### config.mk
export PLATFORM = sky130hd
export DESIGN_NAME = wb_mem_arbiter_flat
export DESIGN_NICKNAME = d
export VERILOG_FILES = /design/src/rtl/wb_mem_arbiter_if.sv /design/src/rtl/wb_mem_arbiter.sv /design/src/flat_wrapper.sv
export SDC_FILE = /design/constraint.sdc
export NUM_CORES = 1
export LEC_CHECK = 0
export ABC_AREA = 1
export CAP_MARGIN = 20
export CORE_AREA = 2 2 131 133
export CTS_BUF_LIST = sky130_fd_sc_hd__clkbuf_8
export DETAILED_ROUTE_END_ITERATION = 7
export DIE_AREA = 0 0 133 135
export GPL_TIMING_DRIVEN = 0
export PLACE_DENSITY = 0.51
export SLEW_MARGIN = 20
export SYNTH_ARGS = -nofsm -noshare
export SYNTH_HDL_FRONTEND = slang
export SYNTH_SLANG_ARGS = --single-unit
### constraint.sdc
create_clock -name wb_clk_i -period 3.1 [get_ports wb_clk_i]
set_input_delay 0.465 -clock wb_clk_i [delete_from_list [all_inputs] [get_ports wb_clk_i]]
set_output_delay 0.465 -clock wb_clk_i [all_outputs]
set_load 0.1 [all_outputs]
### src/rtl/wb_mem_arbiter_if.sv
// Wishbone B4 bus bundle shared by both masters and the memory-side slave port.
// The master modport drives requests; the slave modport returns terminations and read data.
interface wb_mem_arbiter_if #(
    parameter int dw = 32,
    parameter int aw = 32
);

    logic [aw-1:0]   adr;
    logic [dw-1:0]   dat_w;
    logic [dw/8-1:0] sel;
    logic            we;
    logic            cyc;
    logic            stb;
    logic [2:0]      cti;
    logic [1:0]      bte;
    logic            ack;
    logic            err;
    logic            rty;
    logic [dw-1:0]   dat_r;

    modport master (
        output adr, dat_w, sel, we, cyc, stb, cti, bte,
        input  ack, err, rty, dat_r
    );

    modport slave (
        input  adr, dat_w, sel, we, cyc, stb, cti, bte,
        output ack, err, rty, dat_r
    );

endinterface

### src/rtl/wb_mem_arbiter.sv
// Two-master round-robin Wishbone arbiter in front of a single memory slave.
// Optional bus watchdog: define WB_MEM_ARB_TIMEOUT_EN to abort cycles the slave never terminates.
module wb_mem_arbiter #(
    parameter int dw      = 32,
    parameter int aw      = 32,
    parameter int TIMEOUT = 256
) (
    input  logic              wb_clk_i,
    input  logic              wb_rst_ni,
    wb_mem_arbiter_if.slave   wbm0,
    wb_mem_arbiter_if.slave   wbm1,
    wb_mem_arbiter_if.master  wbs
);

    typedef enum logic [1:0] {
        IDLE = 2'd0,
        GNT0 = 2'd1,
        GNT1 = 2'd2
    } state_e;

    state_e state;
    logic   last_gnt;     // master served most recently; the other one wins a tie
    logic   timeout_hit;
    logic   slv_stb;
    logic   slv_term;

    if ((dw % 8) != 0 || TIMEOUT < 1) begin : g_bad_param
        $error("wb_mem_arbiter: dw must be a multiple of 8 and TIMEOUT at least 1");
    end

    assign slv_term = wbs.ack | wbs.err | wbs.rty;

`ifdef WB_MEM_ARB_TIMEOUT_EN
    localparam int cw = $clog2(TIMEOUT + 1);

    logic [cw-1:0] wdog_cnt;

    // Counts strobed cycles without a termination; idle time keeps it cleared so
    // every grant starts from zero.
    always_ff @(posedge wb_clk_i or negedge wb_rst_ni) begin
        if (!wb_rst_ni) begin
            wdog_cnt <= '0;
        end else if (state == IDLE || slv_term) begin
            wdog_cnt <= '0;
        end else if (slv_stb) begin
            wdog_cnt <= wdog_cnt + 1'b1;
        end
    end

    assign timeout_hit = (state != IDLE) && (wdog_cnt == cw'(TIMEOUT));
`else
    assign timeout_hit = 1'b0;
`endif

    // NOTE: non-blocking assignments keep every register update in this block
    // order-independent; the asynchronous reset branch clears state and points
    // last_gnt at master 1 so master 0 wins the first contended request.
    always_ff @(posedge wb_clk_i or negedge wb_rst_ni) begin
        if (!wb_rst_ni) begin
            state    <= IDLE;
            last_gnt <= 1'b1;
        end else begin
            case (state)
                IDLE: begin
                    if (wbm0.cyc && wbm1.cyc) begin
                        state <= last_gnt ? GNT0 : GNT1;
                    end else if (wbm0.cyc) begin
                        state <= GNT0;
                    end else if (wbm1.cyc) begin
                        state <= GNT1;
                    end
                end
                GNT0: begin
                    if (!wbm0.cyc || timeout_hit) begin
                        state    <= IDLE;
                        last_gnt <= 1'b0;
                    end
                end
                GNT1: begin
                    if (!wbm1.cyc || timeout_hit) begin
                        state    <= IDLE;
                        last_gnt <= 1'b1;
                    end
                end
                default: state <= IDLE;
            endcase
        end
    end

    // Bus routing is purely a function of the current owner, so an ack that
    // arrives in the cycle the owner drops cyc still reaches that owner.
    // NOTE: every output gets a default before the case so no latch is inferred.
    always_comb begin
        wbs.adr    = '0;
        wbs.dat_w  = '0;
        wbs.sel    = '0;
        wbs.we     = 1'b0;
        wbs.cyc    = 1'b0;
        wbs.stb    = 1'b0;
        wbs.cti    = '0;
        wbs.bte    = '0;
        wbm0.ack   = 1'b0;
        wbm0.err   = 1'b0;
        wbm0.rty   = 1'b0;
        wbm0.dat_r = '0;
        wbm1.ack   = 1'b0;
        wbm1.err   = 1'b0;
        wbm1.rty   = 1'b0;
        wbm1.dat_r = '0;
        slv_stb    = 1'b0;

        case (state)
            GNT0: begin
                wbs.adr    = wbm0.adr;
                wbs.dat_w  = wbm0.dat_w;
                wbs.sel    = wbm0.sel;
                wbs.we     = wbm0.we;
                wbs.cyc    = wbm0.cyc & ~timeout_hit;
                slv_stb    = wbm0.stb & ~timeout_hit;
                wbs.stb    = slv_stb;
                wbs.cti    = wbm0.cti;
                wbs.bte    = wbm0.bte;
                wbm0.ack   = wbs.ack;
                wbm0.err   = wbs.err | timeout_hit;
                wbm0.rty   = wbs.rty;
                wbm0.dat_r = wbs.dat_r;
            end
            GNT1: begin
                wbs.adr    = wbm1.adr;
                wbs.dat_w  = wbm1.dat_w;
                wbs.sel    = wbm1.sel;
                wbs.we     = wbm1.we;
                wbs.cyc    = wbm1.cyc & ~timeout_hit;
                slv_stb    = wbm1.stb & ~timeout_hit;
                wbs.stb    = slv_stb;
                wbs.cti    = wbm1.cti;
                wbs.bte    = wbm1.bte;
                wbm1.ack   = wbs.ack;
                wbm1.err   = wbs.err | timeout_hit;
                wbm1.rty   = wbs.rty;
                wbm1.dat_r = wbs.dat_r;
            end
            default: ;
        endcase
    end

endmodule

### src/flat_wrapper.sv
// flat-port wrapper written by rule: the top's interface ports become plain ports
module wb_mem_arbiter_flat 
#(
    parameter int dw      = 32,
    parameter int aw      = 32,
    parameter int TIMEOUT = 256
)
  (wb_clk_i, wb_rst_ni, wbm0_adr, wbm0_dat_w, wbm0_sel, wbm0_we, wbm0_cyc, wbm0_stb, wbm0_cti, wbm0_bte, wbm0_ack, wbm0_err, wbm0_rty, wbm0_dat_r, wbm1_adr, wbm1_dat_w, wbm1_sel, wbm1_we, wbm1_cyc, wbm1_stb, wbm1_cti, wbm1_bte, wbm1_ack, wbm1_err, wbm1_rty, wbm1_dat_r, wbs_adr, wbs_dat_w, wbs_sel, wbs_we, wbs_cyc, wbs_stb, wbs_cti, wbs_bte, wbs_ack, wbs_err, wbs_rty, wbs_dat_r);
  wb_mem_arbiter_if #(.dw(dw), .aw(aw)) wbm0_i ();
  wb_mem_arbiter_if #(.dw(dw), .aw(aw)) wbm1_i ();
  wb_mem_arbiter_if #(.dw(dw), .aw(aw)) wbs_i ();
  input  logic wb_clk_i;
  input  logic wb_rst_ni;
  input wire logic [$bits(wbm0_i.adr)-1:0] wbm0_adr;
  input wire logic [$bits(wbm0_i.dat_w)-1:0] wbm0_dat_w;
  input wire logic [$bits(wbm0_i.sel)-1:0] wbm0_sel;
  input wire logic [$bits(wbm0_i.we)-1:0] wbm0_we;
  input wire logic [$bits(wbm0_i.cyc)-1:0] wbm0_cyc;
  input wire logic [$bits(wbm0_i.stb)-1:0] wbm0_stb;
  input wire logic [$bits(wbm0_i.cti)-1:0] wbm0_cti;
  input wire logic [$bits(wbm0_i.bte)-1:0] wbm0_bte;
  output wire logic [$bits(wbm0_i.ack)-1:0] wbm0_ack;
  output wire logic [$bits(wbm0_i.err)-1:0] wbm0_err;
  output wire logic [$bits(wbm0_i.rty)-1:0] wbm0_rty;
  output wire logic [$bits(wbm0_i.dat_r)-1:0] wbm0_dat_r;
  input wire logic [$bits(wbm1_i.adr)-1:0] wbm1_adr;
  input wire logic [$bits(wbm1_i.dat_w)-1:0] wbm1_dat_w;
  input wire logic [$bits(wbm1_i.sel)-1:0] wbm1_sel;
  input wire logic [$bits(wbm1_i.we)-1:0] wbm1_we;
  input wire logic [$bits(wbm1_i.cyc)-1:0] wbm1_cyc;
  input wire logic [$bits(wbm1_i.stb)-1:0] wbm1_stb;
  input wire logic [$bits(wbm1_i.cti)-1:0] wbm1_cti;
  input wire logic [$bits(wbm1_i.bte)-1:0] wbm1_bte;
  output wire logic [$bits(wbm1_i.ack)-1:0] wbm1_ack;
  output wire logic [$bits(wbm1_i.err)-1:0] wbm1_err;
  output wire logic [$bits(wbm1_i.rty)-1:0] wbm1_rty;
  output wire logic [$bits(wbm1_i.dat_r)-1:0] wbm1_dat_r;
  output wire logic [$bits(wbs_i.adr)-1:0] wbs_adr;
  output wire logic [$bits(wbs_i.dat_w)-1:0] wbs_dat_w;
  output wire logic [$bits(wbs_i.sel)-1:0] wbs_sel;
  output wire logic [$bits(wbs_i.we)-1:0] wbs_we;
  output wire logic [$bits(wbs_i.cyc)-1:0] wbs_cyc;
  output wire logic [$bits(wbs_i.stb)-1:0] wbs_stb;
  output wire logic [$bits(wbs_i.cti)-1:0] wbs_cti;
  output wire logic [$bits(wbs_i.bte)-1:0] wbs_bte;
  input wire logic [$bits(wbs_i.ack)-1:0] wbs_ack;
  input wire logic [$bits(wbs_i.err)-1:0] wbs_err;
  input wire logic [$bits(wbs_i.rty)-1:0] wbs_rty;
  input wire logic [$bits(wbs_i.dat_r)-1:0] wbs_dat_r;
  assign wbm0_i.adr = wbm0_adr;
  assign wbm0_i.dat_w = wbm0_dat_w;
  assign wbm0_i.sel = wbm0_sel;
  assign wbm0_i.we = wbm0_we;
  assign wbm0_i.cyc = wbm0_cyc;
  assign wbm0_i.stb = wbm0_stb;
  assign wbm0_i.cti = wbm0_cti;
  assign wbm0_i.bte = wbm0_bte;
  assign wbm0_ack = wbm0_i.ack;
  assign wbm0_err = wbm0_i.err;
  assign wbm0_rty = wbm0_i.rty;
  assign wbm0_dat_r = wbm0_i.dat_r;
  assign wbm1_i.adr = wbm1_adr;
  assign wbm1_i.dat_w = wbm1_dat_w;
  assign wbm1_i.sel = wbm1_sel;
  assign wbm1_i.we = wbm1_we;
  assign wbm1_i.cyc = wbm1_cyc;
  assign wbm1_i.stb = wbm1_stb;
  assign wbm1_i.cti = wbm1_cti;
  assign wbm1_i.bte = wbm1_bte;
  assign wbm1_ack = wbm1_i.ack;
  assign wbm1_err = wbm1_i.err;
  assign wbm1_rty = wbm1_i.rty;
  assign wbm1_dat_r = wbm1_i.dat_r;
  assign wbs_adr = wbs_i.adr;
  assign wbs_dat_w = wbs_i.dat_w;
  assign wbs_sel = wbs_i.sel;
  assign wbs_we = wbs_i.we;
  assign wbs_cyc = wbs_i.cyc;
  assign wbs_stb = wbs_i.stb;
  assign wbs_cti = wbs_i.cti;
  assign wbs_bte = wbs_i.bte;
  assign wbs_i.ack = wbs_ack;
  assign wbs_i.err = wbs_err;
  assign wbs_i.rty = wbs_rty;
  assign wbs_i.dat_r = wbs_dat_r;
  wb_mem_arbiter #(.dw(dw), .aw(aw), .TIMEOUT(TIMEOUT)) u_core (.wb_clk_i(wb_clk_i), .wb_rst_ni(wb_rst_ni), .wbm0(wbm0_i), .wbm1(wbm1_i), .wbs(wbs_i));
endmodule
==> out/qor.yml <==
status:
  status: "finished clean"
place:
  post-place-ws_ns: -0.148
  gp_congestion: 0.767
  dp_hpwl_microns: 11300
  dp_cells: 990
  place.port_buffers: 334
synthesis:
  synth_top_family_by_area: "simple AND/OR/NAND/NOR gates"
  synth.net_count: 629
  synth_adder_area_share_pct: 2.59
  synth_compound_area_share_pct: 19.7
  ys_seq_area_share_pct: 3.95
  syn_area_sq_um: 1930
  synthCells: 436
  synth.ff_latch_count: 3
  synth-xor-area-share_pct: 0
  yosys.cell_types.count: 13
  synthTopCellsByArea: "nand2_1 (46%), a21oi_1 (20%), inv_1 (15%)"
  yosysTopAreaCell: "nand2_1"
  syn-mean-instance-area_sq_um: 4.43
  synth_top_area_share_pct: 46.0
  ys_warn_count: 0
  synthSimpleGateAreaFrac_pct: 47.6
  synthMuxAreaShare_pct: 0
floorplan:
  fp.coreArea_sq_um: 16400
  fp.dieW_microns: 133
  die_h_microns: 135
  die_area_sq_um: 18000
  num_rows: 47
  start_util_pct: 11.8
  top_level_ports: 335
clock_network:
  cts_sinks: 3
  cts_tree: "yes"
  cts.htree.levels: 1
  postCtsSetupBuffers: 0
  clock-root-buffer: "clkbuf_8"
  clk_pin_slew_ns: 0.03
  ctsLongestPathBuffers: 2
  cts-buffers-inserted: 3
  clkLatencyLatePin_ns: 0.21
sta:
  tightest_slew_ns: 1.01
  period_share_pct: 95.2
  report.final.slew_viol_count: 0
  slew_headroom_pct: 32.2
  max_freq_mhz: 339
  hold_viol_final: 0
  fin_crit_ns: 2.95
  fin_ws_ns: 0.148
  setup_violations: 0
  fin_skew_ns: 0.00476
  rsz0062_at_grt: "no"
final_layout:
  nets: 968
  drive_gt1_share_pct: 6.33
  fin_cells: 994
  final_util_pct: 33.8
  num_antenna_cells: 0
  syn_to_final_growth_pct: 187
drt:
  dr.pass1.iters: 4
  drt-initial-drc-count: 113
  antenna_left: 0
  totalWireLength_microns: 13500
  vias_per_cell: 3.73
  num_vias: 3704
  wl_per_cell_microns: 13.6
  drc_errors: 0
global_routing:
  grt-busiest-layer: "met2"
  grt_max_degree: 11
  grtUsageTotal_pct: 13.8
  grtUsageMet1_pct: 16.5
  grt_pass1_wl_microns: 19800
  antenna_found_initial: 0
  grt_pass1_vias: 3633
  met2_usage_pct: 25.8
  grt_overflow: 0
  use_met3_pct: 2.78
critical_path:
  crit_type: "register to output port"
  critPathMaxFanout: 10
  critPathMaxStageDelay_ns: 0.88
  r2r-start: "u_core.state[0]"
  cp_slowest_cell: "dlygate4sd2_1"
  rr_worst_depth: 5
  start_kind: "register"
  r2r_end: "u_core.last_gnt"
  worstPathCellList: "inv_1 > ha_1 > buf_4 > buf_6 > nand2_1 > a21oi_1 > dlygate4sd2_1"
  endpoint_kind: "output port"
  r2r_slack_ns: 1.52
  critPathRequiredTime_ns: 2.63
  cp.arrival_ns: 2.49
worst_hold_path:
  hold_path_class: "primary input to async pin"
flow_run:
  drv_cap: 0
==> synth_stat cells <==
cell type / count
ha_1: 4
a21oi_1: 76
nand3_1: 1
nand2_1: 237
dfstp_2: 1
nor2_1: 5
buf_6: 7
buf_2: 14
or2_2: 1
dfrtp_1: 2
inv_1: 77
clkbuf_1: 4
buf_4: 7
==> worst max-delay path by stage <==
stage	startpoint	to	slack, ns	cells past startpoint
after floorplan	u_core.state[1]	wbs_adr[11]	0.11	6
after global placement	u_core.state[0]	wbs_dat_w[25]	-0.14	6
after detailed placement	u_core.state[0]	wbs_dat_w[25]	-0.15	6
after CTS	u_core.state[1]	wbs_dat_w[31]	0.001	6
after global routing	u_core.state[0]	wbs_adr[28]	0.0005	7
final	u_core.state[1]	wbs_adr[1]	0.15	7
==> state kept, by name (all words and copies together) (netlist names) <==
signal / cells
u_core.last_gnt: 1
u_core.state: 2
==> metal layers <==
layer	share of wire, %	vias up
li1	-	1956
met1	41	1568
met2	51	170
met3	7.0	10
met4	1.2	0
met5	0	-
==> cells in the final DEF, fill, tap and decap left out <==
cell | synthesis | layout
or2_2 | 1 | 1
a21oi_1 | 76 | 76
nand3_1 | 1 | 1
clkdlybuf4s15_2 | 0 | 9
buf_2 | 14 | 14
clkdlybuf4s15_1 | 0 | 6
dlymetal6s2s_1 | 0 | 33
nand2_1 | 237 | 237
clkbuf_2 | 0 | 7
clkbuf_1 | 4 | 4
clkdlybuf4s50_1 | 0 | 193
inv_1 | 77 | 78
dfrtp_1 | 2 | 2
dfstp_2 | 1 | 1
buf_6 | 7 | 7
buf_4 | 7 | 7
nor2_1 | 5 | 5
dlygate4sd2_1 | 0 | 86
clkbuf_8 | 0 | 3
ha_1 | 4 | 4
==> final cells by class <==
cell class / count / area (sq um)
flip-flops and latches: 3 / 76.3
plain buffers: 32 / 216
clock buffers: 3 / 41.3
fillers: 1824 / 10900
repair buffers: 334 / 3290
well taps: 220 / 275
multi-input cells: 324 / 1350
inverters: 77 / 289
clock inverters: 1 / 3.75
==> timing repair <==
action                     CTS  global route
setup endpoints to repair  108            46
resized for setup          126            53
hold buffers                 0             0
pin swaps                    0             0
==> logic make-up (layout without fill, tap and decap cells) <==
group / count (synthesis) / count (layout)
adder cells (fa/ha/maj): 4 / 4
AND/OR/NAND/NOR: 244 / 244
buffers and inverters: 109 / 447
AO/OA/AOI/OAI: 76 / 76
flip-flops: 3 / 3
==> critical path, delay by kind of cell, from the launching register on <==
family                     cells  cell delay, ns
DFF                            1            0.40
and+or+nand+nor                1            0.06
adders and majority gates      1            0.21
AOI/OAI and AO/OA              1            0.19
buffers and inverters          4            1.40
==> through the flow <==
step / hold WS, ns / setup TNS (ns) / cell area (sq um)
after global placement: 0.463 / -0.845 / 5550
after global routing: 0.440 / 0 / 5550
final: 0.440 / 0 / 5550
after floorplan: 0.169 / 0 / 1930
after detailed placement: 0.463 / -0.951 / 5550
after CTS: 0.443 / 0 / 5480
Power is not shown: default switching activity piles up to over one toggle a cycle in this logic, so the estimate is an artifact.
